==> config.mk <==
export PLATFORM = sky130hd
export DESIGN_NAME = game_tick_scheduler_flat
export DESIGN_NICKNAME = d
export VERILOG_FILES = /design/src/rtl/game_timing_pkg.sv /design/src/rtl/game_tick_scheduler_if.sv /design/src/rtl/tick_divider.sv /design/src/rtl/game_tick_scheduler.sv /design/src/flat_wrapper.sv
export SDC_FILE = /design/constraint.sdc
export NUM_CORES = 1
export LEC_CHECK = 0
export ABC_AREA = 1
export ABC_CLOCK_PERIOD_IN_PS = 9400
export CORE_UTILIZATION = 47
export CTS_CLUSTER_DIAMETER = 40
export DETAILED_ROUTE_END_ITERATION = 16
export HOLD_SLACK_MARGIN = 0.1
export PLACE_DENSITY = 0.68
export SETUP_SLACK_MARGIN = 0.1
export SYNTH_ARGS = -nofsm -noshare
export SYNTH_HDL_FRONTEND = slang
export SYNTH_SLANG_ARGS = --single-unit
==> constraint.sdc <==
create_clock -name CLOCK_50 -period 9.4 [get_ports CLOCK_50]
set_clock_uncertainty 0.05 [all_clocks]
set_input_delay 1.41 -clock CLOCK_50 [delete_from_list [all_inputs] [get_ports CLOCK_50]]
set_output_delay 1.41 -clock CLOCK_50 [all_outputs]
set_load 0.05 [all_outputs]
==> src/rtl/game_timing_pkg.sv <==
// Shared encodings and default timing constants for the game tick scheduler.
// Parameter defaults assume a 50 MHz clock.
package game_timing_pkg;

  typedef enum logic [1:0] {
    IDLE   = 2'd0,
    RUN    = 2'd1,
    PAUSED = 2'd2
  } ctrl_state_e;

  typedef enum logic [1:0] {
    S_IDLE   = 2'd0,
    S_INPUT  = 2'd1,
    S_UPDATE = 2'd2,
    S_RENDER = 2'd3
  } phase_e;

  localparam int DEF_CNT_W       = 28;
  localparam int DEF_BASE_PERIOD = 4_000_000;
  localparam int DEF_LEVEL_STEP  = 250_000;
  localparam int DEF_MIN_PERIOD  = 500_000;
  localparam int DEF_NUM_LEVELS  = 8;

  localparam int LEVEL_W = 3;
  localparam int TCNT_W  = 16;

endpackage

==> src/rtl/game_tick_scheduler_if.sv <==
// Command, phase-handshake and status bundle between the scheduler and the game logic.
// The master drives commands and stage_done; the scheduler (slave) drives everything else.
interface game_tick_scheduler_if;
  import game_timing_pkg::*;

  logic                start;
  logic                stop;
  logic                pause;
  logic                step;
  logic                speed_up;
  logic                stage_done;

  logic                tick;
  logic                game_clk;
  logic                phase_input;
  logic                phase_update;
  logic                phase_render;
  logic [LEVEL_W-1:0]  level;
  logic                running;
  logic                overrun;
  logic [TCNT_W-1:0]   tick_count;

  modport master (
    output start, stop, pause, step, speed_up, stage_done,
    input  tick, game_clk, phase_input, phase_update, phase_render,
    input  level, running, overrun, tick_count
  );

  modport slave (
    input  start, stop, pause, step, speed_up, stage_done,
    output tick, game_clk, phase_input, phase_update, phase_render,
    output level, running, overrun, tick_count
  );

endinterface

==> src/rtl/tick_divider.sv <==
// Loadable down-counter: reloads load_val after reaching zero and flags expiry
// combinationally during the zero cycle; hold freezes the count.
module tick_divider #(
  parameter int CNT_W = 28
) (
  input  logic             CLOCK_50,
  input  logic             RESET,
  input  logic             load,
  input  logic [CNT_W-1:0] load_val,
  input  logic             hold,
  output logic             expire
);

  logic [CNT_W-1:0] cnt_q;
  logic [CNT_W-1:0] cnt_d;
  logic             at_zero;

  assign at_zero = (cnt_q == '0);
  assign expire  = at_zero && !hold;

  always_comb begin
    cnt_d = cnt_q;
    if (load) begin
      cnt_d = load_val;
    end else if (!hold) begin
      // load_val is sampled only at reload, so a period change waits for the next expiry
      cnt_d = at_zero ? load_val : cnt_q - CNT_W'(1);
    end
  end

  always_ff @(posedge CLOCK_50 or posedge RESET) begin
    if (RESET) begin
      cnt_q <= '0;
    end else begin
      cnt_q <= cnt_d;
    end
  end

endmodule

==> src/rtl/game_tick_scheduler.sv <==
// Game timing owner: derives ticks from a level-dependent period, runs the
// start/stop/pause/step control FSM and the INPUT/UPDATE/RENDER phase sequencer.
module game_tick_scheduler
  import game_timing_pkg::*;
#(
  parameter int CNT_W       = DEF_CNT_W,
  parameter int BASE_PERIOD = DEF_BASE_PERIOD,
  parameter int LEVEL_STEP  = DEF_LEVEL_STEP,
  parameter int MIN_PERIOD  = DEF_MIN_PERIOD,
  parameter int NUM_LEVELS  = DEF_NUM_LEVELS
) (
  input  logic                 CLOCK_50,
  input  logic                 RESET,
  game_tick_scheduler_if.slave bus
);

  localparam int                 PW      = CNT_W + 4;
  localparam logic [LEVEL_W-1:0] LVL_MAX = LEVEL_W'(NUM_LEVELS - 1);

  ctrl_state_e         ctrl_q, ctrl_d;
  phase_e              seq_q, seq_d;
  logic [LEVEL_W-1:0]  level_q, level_d, level_eff;
  logic [TCNT_W-1:0]   tick_count_q;
  logic                tick_q, game_clk_q, running_q, overrun_q;
  logic                ph_input_q, ph_update_q, ph_render_q;

  logic                do_start, do_pause, do_step;
  logic                cand, seq_free, accept;
  logic                expire;
  logic signed [PW-1:0] prod_s, diff_s;
  logic [CNT_W-1:0]    period, load_val;

  // Command decode: stop overrides everything, pause beats step while PAUSED.
  always_comb begin
    do_start = bus.start && !bus.stop && (ctrl_q == IDLE);
    do_pause = bus.pause && !bus.stop && (ctrl_q != IDLE);
    do_step  = bus.step && !bus.stop && !bus.pause && (ctrl_q == PAUSED);
    cand     = !bus.stop && (((ctrl_q == RUN) && expire) || do_step);
    seq_free = (seq_q == S_IDLE) || ((seq_q == S_RENDER) && bus.stage_done);
    accept   = cand && seq_free;
  end

  // The start edge loads the counter as if the level were already cleared.
  always_comb begin
    level_eff = do_start ? '0 : level_q;
    prod_s    = $signed(PW'(level_eff)) * $signed(PW'(LEVEL_STEP));
    diff_s    = $signed(PW'(BASE_PERIOD)) - prod_s;
    if (diff_s < $signed(PW'(MIN_PERIOD))) begin
      period = CNT_W'(MIN_PERIOD);
    end else begin
      period = diff_s[CNT_W-1:0];
    end
    load_val = period - CNT_W'(1);
  end

  tick_divider #(
    .CNT_W (CNT_W)
  ) u_div (
    .CLOCK_50 (CLOCK_50),
    .RESET    (RESET),
    .load     (do_start),
    .load_val (load_val),
    .hold     (ctrl_q != RUN),
    .expire   (expire)
  );

  always_comb begin
    ctrl_d = ctrl_q;
    if (bus.stop) begin
      ctrl_d = IDLE;
    end else if (do_start) begin
      ctrl_d = RUN;
    end else if (do_pause) begin
      ctrl_d = (ctrl_q == RUN) ? PAUSED : RUN;
    end
  end

  always_comb begin
    level_d = do_start ? '0 : level_q;
    if (bus.speed_up && (level_d < LVL_MAX)) begin
      level_d = level_d + LEVEL_W'(1);
    end
  end

  always_comb begin
    seq_d = seq_q;
    if (bus.stop) begin
      seq_d = S_IDLE;
    end else begin
      case (seq_q)
        S_IDLE:   if (accept)         seq_d = S_INPUT;
        S_INPUT:  if (bus.stage_done) seq_d = S_UPDATE;
        S_UPDATE: if (bus.stage_done) seq_d = S_RENDER;
        // A tick landing on the render acknowledge restarts the sequence directly.
        S_RENDER: if (bus.stage_done) seq_d = accept ? S_INPUT : S_IDLE;
        default:                      seq_d = S_IDLE;
      endcase
    end
  end

  always_ff @(posedge CLOCK_50 or posedge RESET) begin
    if (RESET) begin
      ctrl_q       <= IDLE;
      seq_q        <= S_IDLE;
      level_q      <= '0;
      tick_q       <= 1'b0;
      game_clk_q   <= 1'b0;
      tick_count_q <= '0;
      overrun_q    <= 1'b0;
      running_q    <= 1'b0;
      ph_input_q   <= 1'b0;
      ph_update_q  <= 1'b0;
      ph_render_q  <= 1'b0;
    end else begin
      ctrl_q       <= ctrl_d;
      seq_q        <= seq_d;
      level_q      <= level_d;
      tick_q       <= accept;
      game_clk_q   <= game_clk_q ^ accept;
      tick_count_q <= do_start ? '0 : tick_count_q + TCNT_W'(accept);
      overrun_q    <= do_start ? 1'b0 : (overrun_q | (cand && !seq_free));
      running_q    <= (ctrl_d != IDLE);
      ph_input_q   <= (seq_d == S_INPUT);
      ph_update_q  <= (seq_d == S_UPDATE);
      ph_render_q  <= (seq_d == S_RENDER);
    end
  end

  assign bus.tick         = tick_q;
  assign bus.game_clk     = game_clk_q;
  assign bus.phase_input  = ph_input_q;
  assign bus.phase_update = ph_update_q;
  assign bus.phase_render = ph_render_q;
  assign bus.level        = level_q;
  assign bus.running      = running_q;
  assign bus.overrun      = overrun_q;
  assign bus.tick_count   = tick_count_q;

endmodule
==> src/flat_wrapper.sv <==
// flat-port wrapper written by rule: the top's interface ports become plain ports
module game_tick_scheduler_flat import game_timing_pkg::*;
#(
  parameter int CNT_W       = DEF_CNT_W,
  parameter int BASE_PERIOD = DEF_BASE_PERIOD,
  parameter int LEVEL_STEP  = DEF_LEVEL_STEP,
  parameter int MIN_PERIOD  = DEF_MIN_PERIOD,
  parameter int NUM_LEVELS  = DEF_NUM_LEVELS
)
  (CLOCK_50, RESET, bus_start, bus_stop, bus_pause, bus_step, bus_speed_up, bus_stage_done, bus_tick, bus_game_clk, bus_phase_input, bus_phase_update, bus_phase_render, bus_level, bus_running, bus_overrun, bus_tick_count);
  game_tick_scheduler_if bus_i ();
  input  logic CLOCK_50;
  input  logic RESET;
  input wire logic [$bits(bus_i.start)-1:0] bus_start;
  input wire logic [$bits(bus_i.stop)-1:0] bus_stop;
  input wire logic [$bits(bus_i.pause)-1:0] bus_pause;
  input wire logic [$bits(bus_i.step)-1:0] bus_step;
  input wire logic [$bits(bus_i.speed_up)-1:0] bus_speed_up;
  input wire logic [$bits(bus_i.stage_done)-1:0] bus_stage_done;
  output wire logic [$bits(bus_i.tick)-1:0] bus_tick;
  output wire logic [$bits(bus_i.game_clk)-1:0] bus_game_clk;
  output wire logic [$bits(bus_i.phase_input)-1:0] bus_phase_input;
  output wire logic [$bits(bus_i.phase_update)-1:0] bus_phase_update;
  output wire logic [$bits(bus_i.phase_render)-1:0] bus_phase_render;
  output wire logic [$bits(bus_i.level)-1:0] bus_level;
  output wire logic [$bits(bus_i.running)-1:0] bus_running;
  output wire logic [$bits(bus_i.overrun)-1:0] bus_overrun;
  output wire logic [$bits(bus_i.tick_count)-1:0] bus_tick_count;
  assign bus_i.start = bus_start;
  assign bus_i.stop = bus_stop;
  assign bus_i.pause = bus_pause;
  assign bus_i.step = bus_step;
  assign bus_i.speed_up = bus_speed_up;
  assign bus_i.stage_done = bus_stage_done;
  assign bus_tick = bus_i.tick;
  assign bus_game_clk = bus_i.game_clk;
  assign bus_phase_input = bus_i.phase_input;
  assign bus_phase_update = bus_i.phase_update;
  assign bus_phase_render = bus_i.phase_render;
  assign bus_level = bus_i.level;
  assign bus_running = bus_i.running;
  assign bus_overrun = bus_i.overrun;
  assign bus_tick_count = bus_i.tick_count;
  game_tick_scheduler #(.CNT_W(CNT_W), .BASE_PERIOD(BASE_PERIOD), .LEVEL_STEP(LEVEL_STEP), .MIN_PERIOD(MIN_PERIOD), .NUM_LEVELS(NUM_LEVELS)) u_core (.CLOCK_50(CLOCK_50), .RESET(RESET), .bus(bus_i));
endmodule
# --- After elaboration in Yosys (flattened, before gate mapping) ---
# Cells that the tools add are included.
totals:
  output_inout_bits: 26
  register_bits: 58
  in_bits: 8
op_classes:
  order_cmp: 2
  n_addsub: 5
  n_mux: 19
  n_mul: 1
  n_reduce_logical: 25
  eq_ne: 10
  bitwise_logic: 2
ops:
  columns: ["cell", "count"]
  rows:
  - ["28-bit 2-to-1 mux", 4]
  - ["28-bit by 1-bit subtractor with 28-bit output, second input constant", 2]
  - ["32-bit by 20-bit less-than comparator with 1-bit output, second input constant", 1]
  - ["23-bit by 32-bit subtractor with 32-bit output, first input constant", 1]
  - ["28-bit logical NOT", 1]
  - ["2-bit 2-to-1 mux", 9]
  - ["3-bit by 14-bit multiplier with 17-bit output, second input constant", 1]
  - ["16-bit by 1-bit adder with 16-bit output", 1]
  - ["16-bit 2-to-1 mux", 1]
  - ["1-bit logical AND", 14]
  - ["2-bit == test, second input constant", 5]
  - ["2-bit one-hot mux with 4 select lines", 1]
  - ["2-bit by 1-bit == test with 1-bit output, second input constant", 3]
  - ["3-bit 2-to-1 mux", 2]
  - ["1-bit logical NOT", 4]
  - ["2-bit logical NOT", 2]
  - ["2-bit by 1-bit != test with 1-bit output, second input constant", 2]
  - ["2-bit nonzero test", 2]
  - ["3-bit by 1-bit adder with 3-bit output, second input constant", 1]
  - ["3-bit less-than comparator, second input constant", 1]
  - ["1-bit logical OR", 2]
  - ["1-bit 2-to-1 mux", 2]
  - ["1-bit bitwise OR", 1]
  - ["1-bit XOR", 1]

# --- Depth between registers and ports, before layout ---
# Gate-level depths: netlist (run 1).
logic_depth:
  ltp_word: 12
  mapped_depth: 28
  depth_no_buf: 28

# --- Hierarchy ---
# A second synthesis (run 1) with hierarchy kept.
hier_totals:
  hier_cells: 626
  hier_area_um2: 4272.8
modules_own_cells:
  columns: ["mod", "area_per_inst_um2", "cells_per_inst", "instances"]
  rows:
  - ["tick_divider", 2301.0, 375, 1]
  - ["game_tick_scheduler", 1971.9, 251, 1]

# --- Worst setup path before layout (run 1) ---
# No wires, ideal clock.
synth_timing:
  path_type: "input port to flip-flop"
  start: "input bus_stop"
  end: "register u_core.u_div.cnt_q[11]"
  setup_slack_ns: 5.144
  path_buffers: 1
  arrival_time_ns: 4.088
  path_stages: 22
  path_cell_list: "buf_6 nor2_4 nand2_4 nand2_4 inv_1 ha_1 ha_1 inv_1 fa_1 inv_1 xor2_1 nand2_1 nor2_1 nand2_1 o21ai_4 o21ai_2 nand3_1 nand2_1 nand2_1 nand2_1 a21oi_1 nor2_1"
synth_between:
  elab_chain_len: 12
  word_cells_on_any_way: 13
synth_rtl:
  columns: ["element", "line", "rtl"]
  rows:
  - ["start: declaration", "flat_wrapper.sv:15", "input wire logic [$bits(bus_i.stop)-1:0] bus_stop;"]
  - ["1-bit logical NOT *", "game_tick_scheduler.sv:35", "do_start = bus.start && !bus.stop && (ctrl_q == IDLE);"]
  - ["1-bit logical AND * (2 in series)", "game_tick_scheduler.sv:35", null]
  - ["3-bit 2-to-1 mux", "game_tick_scheduler.sv:45", "level_eff = do_start ? '0 : level_q;"]
  - ["3-bit by 14-bit multiplier with 17-bit output", "game_tick_scheduler.sv:46", "prod_s = $signed(PW'(level_eff)) * $signed(PW'(LEVEL_STEP));"]
  - ["23-bit by 32-bit subtractor with 32-bit output", "game_tick_scheduler.sv:47", "diff_s = $signed(PW'(BASE_PERIOD)) - prod_s;"]
  - ["32-bit by 20-bit less-than comparator with 1-bit output", "game_tick_scheduler.sv:48", "if (diff_s < $signed(PW'(MIN_PERIOD))) begin"]
  - ["28-bit 2-to-1 mux", "game_tick_scheduler.sv:48", null]
  - ["28-bit by 1-bit subtractor with 28-bit output", "game_tick_scheduler.sv:53", "load_val = period - CNT_W'(1);"]
  - ["28-bit 2-to-1 mux", "tick_divider.sv:27", "cnt_d = at_zero ? load_val : cnt_q - CNT_W'(1);"]
  - ["28-bit 2-to-1 mux", "tick_divider.sv:25", "end else if (!hold) begin"]
  - ["28-bit 2-to-1 mux", "tick_divider.sv:23", "if (load) begin"]
  - ["end signal: assignment", "tick_divider.sv:35", "cnt_q <= cnt_d;"]
  - ["end: declaration", "tick_divider.sv:14", "logic [CNT_W-1:0] cnt_q;"]
# Every way passes the cells marked *; elsewhere a longest branch is shown, timed or not. The select of a mux whose other input is x is not followed.
# A chain may end at the register's enable or synchronous reset.

# --- Final worst setup path (run 1) ---
layout_timing:
  start: "input bus_stop"
  end: "register u_core.u_div.cnt_q[16]"
# The elaborated chain is that of the path after synthesis.

==> parameters.txt, run 1 <==
Parameter                              Value

Clock tree
  CTS Root Cell    sky130_fd_sc_hd__clkbuf_8
  Post-CTS setup buffer count    0
  Clock latency of the later-clocked register in the worst-skew pair    approximately 330 ps
  Clock transition at the register clock pins on the worst setup and hold paths after CTS    roughly 80 ps
  Total of hold buffers inserted after clock tree synthesis    0
  Clock buffer depth    2
  PostCTS Resize Cnt    0
  # H-tree levels    3
  Clock tree from TritonCTS    built
  Count of clock tree sinks    58
  CTS Buf Count    9

Yosys
  Share of synthesized registers carrying an async set or reset    1.00
  Post-synthesis average cell area    between 7 and 8 um^2
  Synthesized area    3880 um^2
  Top-count cell post-synth    sky130_fd_sc_hd__inv_1
  Instance count of the mapped netlist    between 500 and 600
  Post-Syn Nets    between 500 and 600
  Share of the synthesized area in the top cell type    0.374
  Count of flip-flops with a built-in enable after synthesis    0
  Fraction of the yosys area taken by sequential cells    0.374
  Area contributors post-synth    sky130_fd_sc_hd__dfrtp_1 (37%), sky130_fd_sc_hd__inv_1 (7.9%), sky130_fd_sc_hd__nand2_1 (7.7%), sky130_fd_sc_hd__ha_1 (6.4%), sky130_fd_sc_hd__nor2_1 (5.6%)
  Ys Warns    0
  Commonest register cell after synthesis    sky130_fd_sc_hd__dfrtp_1
  Post-synth top area cell    sky130_fd_sc_hd__dfrtp_1
  Post-synthesis sequential element count    58
  Number of distinct library cells after synthesis    48
  Commonest cells post-synth    sky130_fd_sc_hd__inv_1 (82), sky130_fd_sc_hd__nand2_1 (80), sky130_fd_sc_hd__dfrtp_1 (58), sky130_fd_sc_hd__nor2_1 (58), sky130_fd_sc_hd__a21oi_1 (36)

STA
  Total Neg Setup Slack    0 ps
  Final count of pins violating max slew    0
  F_max    about 0.20 GHz
  Shortest period the worst path allows    4990 ps
  Setup repair after global routing missed its margin    no
  Final count of negative-setup-slack endpoints    0
  Period utilisation layout    0.530
  Endpoints failing hold    0
  Remaining max-slew budget at the tightest pin    0.502
  Worst Max-Slew Pin Slew    around 740 ps

Worst hold path
  Hold path startpoint    u_core.bus.game_clk
  Worst hold path stage count    1
  Endpoint of the worst hold path    u_core.bus.game_clk
  Min-delay worst type    reg -> reg

Worst setup path
  Worst reg2reg path startpoint    u_core.u_div.cnt_q[0]
  Max stage delay on crit path    660 ps
  Worst reg2reg path endpoint    u_core.bus.tick_count[14]
  CP max-delay cell    sky130_fd_sc_hd__clkdlybuf4s50_1
  Classification of the worst setup path    in -> reg
  Endpoint kind of the worst setup timing path    register
  Max Fanout on Critical Path    14
  Kind of launch point of the worst setup path    primary input
  Critical Path RT    roughly 9600 ps
  Data arrival time of the critical path    5190 ps
  Worst reg-to-reg setup slack    between 5000 and 6000 ps
  Depth of the worst register-to-register path    28
  Series of cell instances along the critical path    clkdlybuf4s50_1 > nor2_4 > nand2_4 > nand2_4 > ha_1 > ha_1 > inv_1 > fa_1 > o21ai_0 > o21ai_0 > nor2_1 > nand2_1 > nor2_1 > o21ai_4 > nand2_1 > nand3_1 > o21bai_1 > nand3_1 > a21oi_1

Layout
  Share of post-route cells with drive strength above 1    0.0909
  Sequential cell area    about 1500 um^2
  Count of fill cells added during filler insertion    approximately 750
  Number of inserted diodes    0
  Final standard cell count with taps included and fillers excluded    652
  Area Overhead vs Synth    17.1%
  Net count of the finished layout    around 580
  Total area of multi-input combinational cells    a little over 2000 um^2

GRT
  Total routing resource utilization after global routing    0.221
  Total global routing overflow    0
  Maximum number of pins on one net before global-route repair    59
  Initial antenna violation count    0
  Wire length of the first global-routing pass    about 15,000 um
  Number of global-route vias before repair    3,292

Drt
  Number of design-rule violations left by the first detailed-router iteration    205
  DRC violation count after routing    0
  DR WL/cell    about 13 um
  Vias per std cell    just over 5
  Via count    3,311
  Routed Wire Length    between 8000 and 9000 um
  1st-pass router iterations    4
  Antenna violation net count after detailed routing    0

Die
  Die height    approximately 93 um
  Die Span X    a little over 90 um
  Number of top-level design ports    34
  Std-Cell Core Area    7850 um^2
  Initial standard-cell utilization of the core    0.495
  Area enclosed by the die boundary    roughly 8600 um^2
  Row cnt    32

Place
  Placed cell count    between 600 and 700
  HPWL Detailed    between 6000 and 7000 um
  Gp weighted congestion    0.844
  Port Buf Inserts    33

Status
  Result of the run    complete, no violations

Pwr
  Maximum vdd ir drop    about 0.18 mV
  Leakage Power    0.00209 uW
  Total power divided by cell area    roughly 260 nW/um^2

Flow run
  Max-cap check violation count    0
[critical path: cells and delay by family]
family | cells | cell delay [ps]
AND/OR/NAND/NOR | 9 | 1180
buffers and inverters | 2 | 710
AO/OA/AOI/OAI | 5 | 840
adder cells (fa/ha/maj) | 3 | 1050
[flip-flops by register name, indices dropped and copies added, names as in the netlist]
register	count
u_core.bus.phase_input	1
u_core.bus.phase_render	1
u_core.bus.overrun	1
u_core.bus.tick	1
u_core.ctrl_q	2
u_core.bus.running	1
u_core.u_div.cnt_q	28
u_core.bus.level	3
u_core.bus.game_clk	1
u_core.bus.tick_count	16
u_core.seq_q	2
u_core.bus.phase_update	1
[report_power, final]
part           internal, uW  leakage [uW]  switching (uW)
Sequential              290      0.000717            44.5
Clock                   164      0.000117             101
Combinational           198       0.00126             370
[worst max path at each step]
stage | from | to | cells past startpoint
final | bus_stop | u_core.u_div.cnt_q[16] | 19
after CTS | bus_stop | u_core.u_div.cnt_q[16] | 19
after detailed placement | bus_stop | u_core.u_div.cnt_q[15] | 21
after global routing | bus_stop | u_core.u_div.cnt_q[11] | 22
after global placement | bus_stop | u_core.u_div.cnt_q[16] | 19
after floorplan | bus_stop | u_core.u_div.cnt_q[11] | 22
[area by class of cell]
class,instances,share of cell area
Clock buffer,12,0.0341
Timing Repair Buffer,35,0.0759
Multi-Input combinational cell,355,0.456
Tap cell,102,0.0280
Clock inverter,4,0.0162
Inverter,86,0.0709
Sequential cell,58,0.319
[per-layer routing]
metal | track usage | vias to the layer above | part of all wire
li1 | - | 1706 | -
met1 | 0.304 | 1543 | 0.49
met2 | 0.355 | 53 | 0.47
met3 | 0.0386 | 9 | 0.032
met4 | 0.0628 | 0 | 0.013
met5 | 0 | - | 0
[cell usage in the layout, fill, tap and decap left out, types with 5 or more instances in the layout]
| master | synthesis | layout |
|---|---|---|
| sky130_fd_sc_hd__nand3_1 | 28 | 28 |
| sky130_fd_sc_hd__nor2_1 | 58 | 58 |
| sky130_fd_sc_hd__nand2_1 | 80 | 80 |
| sky130_fd_sc_hd__inv_1 | 82 | 81 |
| sky130_fd_sc_hd__dfrtp_1 | 58 | 58 |
| sky130_fd_sc_hd__clkbuf_8 | 0 | 11 |
| sky130_fd_sc_hd__clkdlybuf4s50_1 | 0 | 33 |
| sky130_fd_sc_hd__o21ai_0 | 30 | 30 |
| sky130_fd_sc_hd__a21oi_1 | 36 | 36 |
| sky130_fd_sc_hd__nor2_2 | 7 | 7 |
| sky130_fd_sc_hd__ha_1 | 20 | 20 |
| sky130_fd_sc_hd__nor3_1 | 19 | 19 |
| sky130_fd_sc_hd__o22ai_1 | 5 | 5 |
| sky130_fd_sc_hd__xnor2_1 | 5 | 5 |
| sky130_fd_sc_hd__xor2_1 | 15 | 15 |
[metrics by stage]
step                      hold WS (ps)   util  setup slack, ps  total power, uW  instance area [um^2]
after detailed placement           425  0.551             4120              899                  4320
final                              431  0.580             4410             1170                  4550
after global placement             416  0.551             4270              879                  4320
after CTS                          435  0.580             4450             1170                  4550
after floorplan                    435      -             5140              768                  3880
after global routing               468  0.580             4070             1270                  4550
[kinds of logic after synthesis]
kind of cell,share of synthesized area
flip-flops,0.374
buffers and inverters,0.0924
AO/OA/AOI/OAI,0.129
adder cells (fa/ha/maj),0.0799
XOR/XNOR,0.0493
AND/OR/NAND/NOR,0.276
No activity file was read; power rests on OpenSTA's default activity.
==> inputs of run 2 (changes only) <==
--- a/config.mk
+++ b/config.mk
@@ -6,7 +6,7 @@
 export NUM_CORES = 1
 export LEC_CHECK = 0
 export ABC_AREA = 1
-export ABC_CLOCK_PERIOD_IN_PS = 9400
+export ABC_CLOCK_PERIOD_IN_PS = 5000
 export CORE_UTILIZATION = 47
 export CTS_CLUSTER_DIAMETER = 40
 export DETAILED_ROUTE_END_ITERATION = 16
==> constraint.sdc (replaced) <==
create_clock -name CLOCK_50 -period 5 [get_ports CLOCK_50]
set_clock_uncertainty 0.05 [all_clocks]
set_input_delay 0.75 -clock CLOCK_50 [delete_from_list [all_inputs] [get_ports CLOCK_50]]
set_output_delay 0.75 -clock CLOCK_50 [all_outputs]
set_load 0.05 [all_outputs]
==> run 2 against run 1 <==
  * Die area is the same
  * Power grew 89%
  * Cell count grew 0.15%
  * Via count grew 2.0%
==> parameters.txt, run 2 (synthesized netlist as in run 1, its figures left out) <==
Parameter                              Value

Worst hold path
  Worst hold path stage count    1
  Hold path startpoint    u_core.bus.game_clk
  Min-delay worst type    reg -> reg
  Endpoint of the worst hold path    u_core.bus.game_clk

Die
  Die Span X    about 93 um
  Area enclosed by the die boundary    between 8000 and 9000 um^2
  Row cnt    32
  Std-Cell Core Area    about 8000 um^2
  Die height    ~93 um
  Number of top-level design ports    34
  Initial standard-cell utilization of the core    0.495

GRT
  Total global routing overflow    0
  Total routing resource utilization after global routing    0.221
  Wire length of the first global-routing pass    approximately 15,000 um
  Number of global-route vias before repair    3,217
  Initial antenna violation count    0
  Maximum number of pins on one net before global-route repair    between 50 and 60

Clock tree
  Clock tree from TritonCTS    built
  PostCTS Resize Cnt    0
  CTS Buf Count    9
  Clock buffer depth    2
  Count of clock tree sinks    58
  # H-tree levels    3
  Clock transition at the register clock pins on the worst setup and hold paths after CTS    about 70 ps
  CTS Root Cell    sky130_fd_sc_hd__clkbuf_8
  Total of hold buffers inserted after clock tree synthesis    0
  Clock latency of the later-clocked register in the worst-skew pair    approximately 340 ps

Worst setup path
  Endpoint kind of the worst setup timing path    register
  Critical Path RT    5180 ps
  Worst reg-to-reg setup slack    approximately 800 ps
  Max Fanout on Critical Path    14
  Depth of the worst register-to-register path    28
  Worst reg2reg path endpoint    u_core.bus.tick_count[14]
  Data arrival time of the critical path    roughly 4500 ps
  Worst reg2reg path startpoint    u_core.u_div.cnt_q[0]
  Classification of the worst setup path    in -> reg
  Kind of launch point of the worst setup path    primary input

Flow run
  Max-cap check violation count    0

Layout
  Register ranked first by flip-flop count    u_core.u_div.cnt_q
  Count of fill cells added during filler insertion    around 730
  Highest-count cells in the layout ignoring fill and taps    sky130_fd_sc_hd__inv_1 (81), sky130_fd_sc_hd__nand2_1 (80), sky130_fd_sc_hd__nor2_1 (58), sky130_fd_sc_hd__dfrtp_1 (58), sky130_fd_sc_hd__a21oi_1 (36)
  Sequential cell area    1450 um^2
  Share of post-route cells with drive strength above 1    0.0926
  Finished Core Util    0.581
  Commonest non-fill, non-tap cell in the layout    sky130_fd_sc_hd__inv_1
  Number of inserted diodes    0
  Net count of the finished layout    ~580
  Total area of multi-input combinational cells    approximately 2100 um^2
  Area Overhead vs Synth    17.3%
  Max reg flops    28

Drt
  Number of design-rule violations left by the first detailed-router iteration    slightly above 200
  DR WL/cell    around 13 um
  1st-pass router iterations    5
  Antenna violation net count after detailed routing    0
  Vias per std cell    5.17
  DRC violation count after routing    0
  Routed Wire Length    ~8600 um
  Via count    between 3,000 and 4,000

STA
  Shortest period the worst path allows    between 4000 and 5000 ps
  Setup repair after global routing missed its margin    no
  Total Neg Setup Slack    0 ps
  Period utilisation layout    0.857
  Final count of pins violating max slew    0
  Final count of negative-setup-slack endpoints    0
  Remaining max-slew budget at the tightest pin    0.492
  Endpoints failing hold    0
  F_max    0.233 GHz
  Worst Max-Slew Pin Slew    ~760 ps

Status
  Result of the run    complete, no violations

Place
  Gp weighted congestion    around 0.87
  Port Buf Inserts    33
  HPWL Detailed    between 6000 and 7000 um

Pwr
  Maximum vdd ir drop    0.314 mV
  Leakage Power    0.00210 uW
  Total power divided by cell area    between 400 and 500 nW/um^2
## run 2: cell count changes in the layout (fill, tap and decap cells not counted)
cell / delta
sky130_fd_sc_hd__buf_4: +1
## run 2: per-stage QoR
stage                     total power (uW)  hold WS (ps)  instance area [um^2]  std cells  setup slack (ps)
after global routing                  2380           459                  4560        653               203
after floorplan                       1440           435                  3880        506              1370
after global placement                1660           416                  4320        636               519
after detailed placement              1690           420                  4320        636               358
after CTS                             2200           431                  4550        652               648
final                                 2210           424                  4560        653               713
## run 2: area by class of cell
cell class / count / share of cell area
repair buffers: 36 / 0.0774
flip-flops and latches: 58 / 0.318
well taps: 102 / 0.0280
clock buffers: 12 / 0.0340
multi-input cells: 355 / 0.455
inverters: 86 / 0.0708
clock inverters: 4 / 0.0162
## run 2: power by group
group | switching (uW) | internal (uW)
Combinational | 699 | 373
Sequential | 82.6 | 545
Clock | 197 | 308
## run 2: worst max path at each step
| stage | endpoint | slack, ps | startpoint | cells after the start |
|---|---|---|---|---|
| detailed placement | u_core.u_div.cnt_q[11] | 360 | bus_stop | 21 |
| floorplan | u_core.bus.tick_count[14] | 1370 | u_core.u_div.cnt_q[0] | 28 |
| global placement | u_core.u_div.cnt_q[16] | 520 | bus_stop | 19 |
| global route | u_core.bus.tick_count[14] | 200 | u_core.u_div.cnt_q[0] | 28 |
| CTS | u_core.bus.tick_count[14] | 650 | u_core.u_div.cnt_q[0] | 28 |
| finish | u_core.u_div.cnt_q[11] | 710 | bus_stop | 21 |
## run 2: per-layer routing
layer	part of all wire	up-vias	track usage	wire, um
met5	0	-	0	0
met4	0.017	0	0.0718	146
met3	0.039	15	0.0443	335
met2	0.46	76	0.343	3930
met1	0.49	1577	0.307	4200
li1	-	1708	-	-
## run 2: timing repair
action	4_1_cts	5_1_grt
endpoints found under the hold margin	0	0
setup buffers	0	1
setup endpoints to repair	0	1
## run 2: worst max-delay path: stages
cell and delay, ps:
sky130_fd_sc_hd__clkdlybuf4s50_1 680, sky130_fd_sc_hd__nor2_4 80, sky130_fd_sc_hd__nand2_4 190, sky130_fd_sc_hd__nand2_4 170, sky130_fd_sc_hd__ha_1 440, sky130_fd_sc_hd__ha_1 210, sky130_fd_sc_hd__inv_1 60, sky130_fd_sc_hd__fa_1 480
sky130_fd_sc_hd__inv_1 70, sky130_fd_sc_hd__xor2_1 180, sky130_fd_sc_hd__nand2_1 80, sky130_fd_sc_hd__nor2_1 130, sky130_fd_sc_hd__nand2_1 100, sky130_fd_sc_hd__o21ai_4 250, sky130_fd_sc_hd__o21ai_2 100, sky130_fd_sc_hd__nand3_1 160
sky130_fd_sc_hd__nand2_1 70, sky130_fd_sc_hd__nand2_1 60, sky130_fd_sc_hd__nand2_1 50, sky130_fd_sc_hd__a21oi_1 120, sky130_fd_sc_hd__nor2_1 50
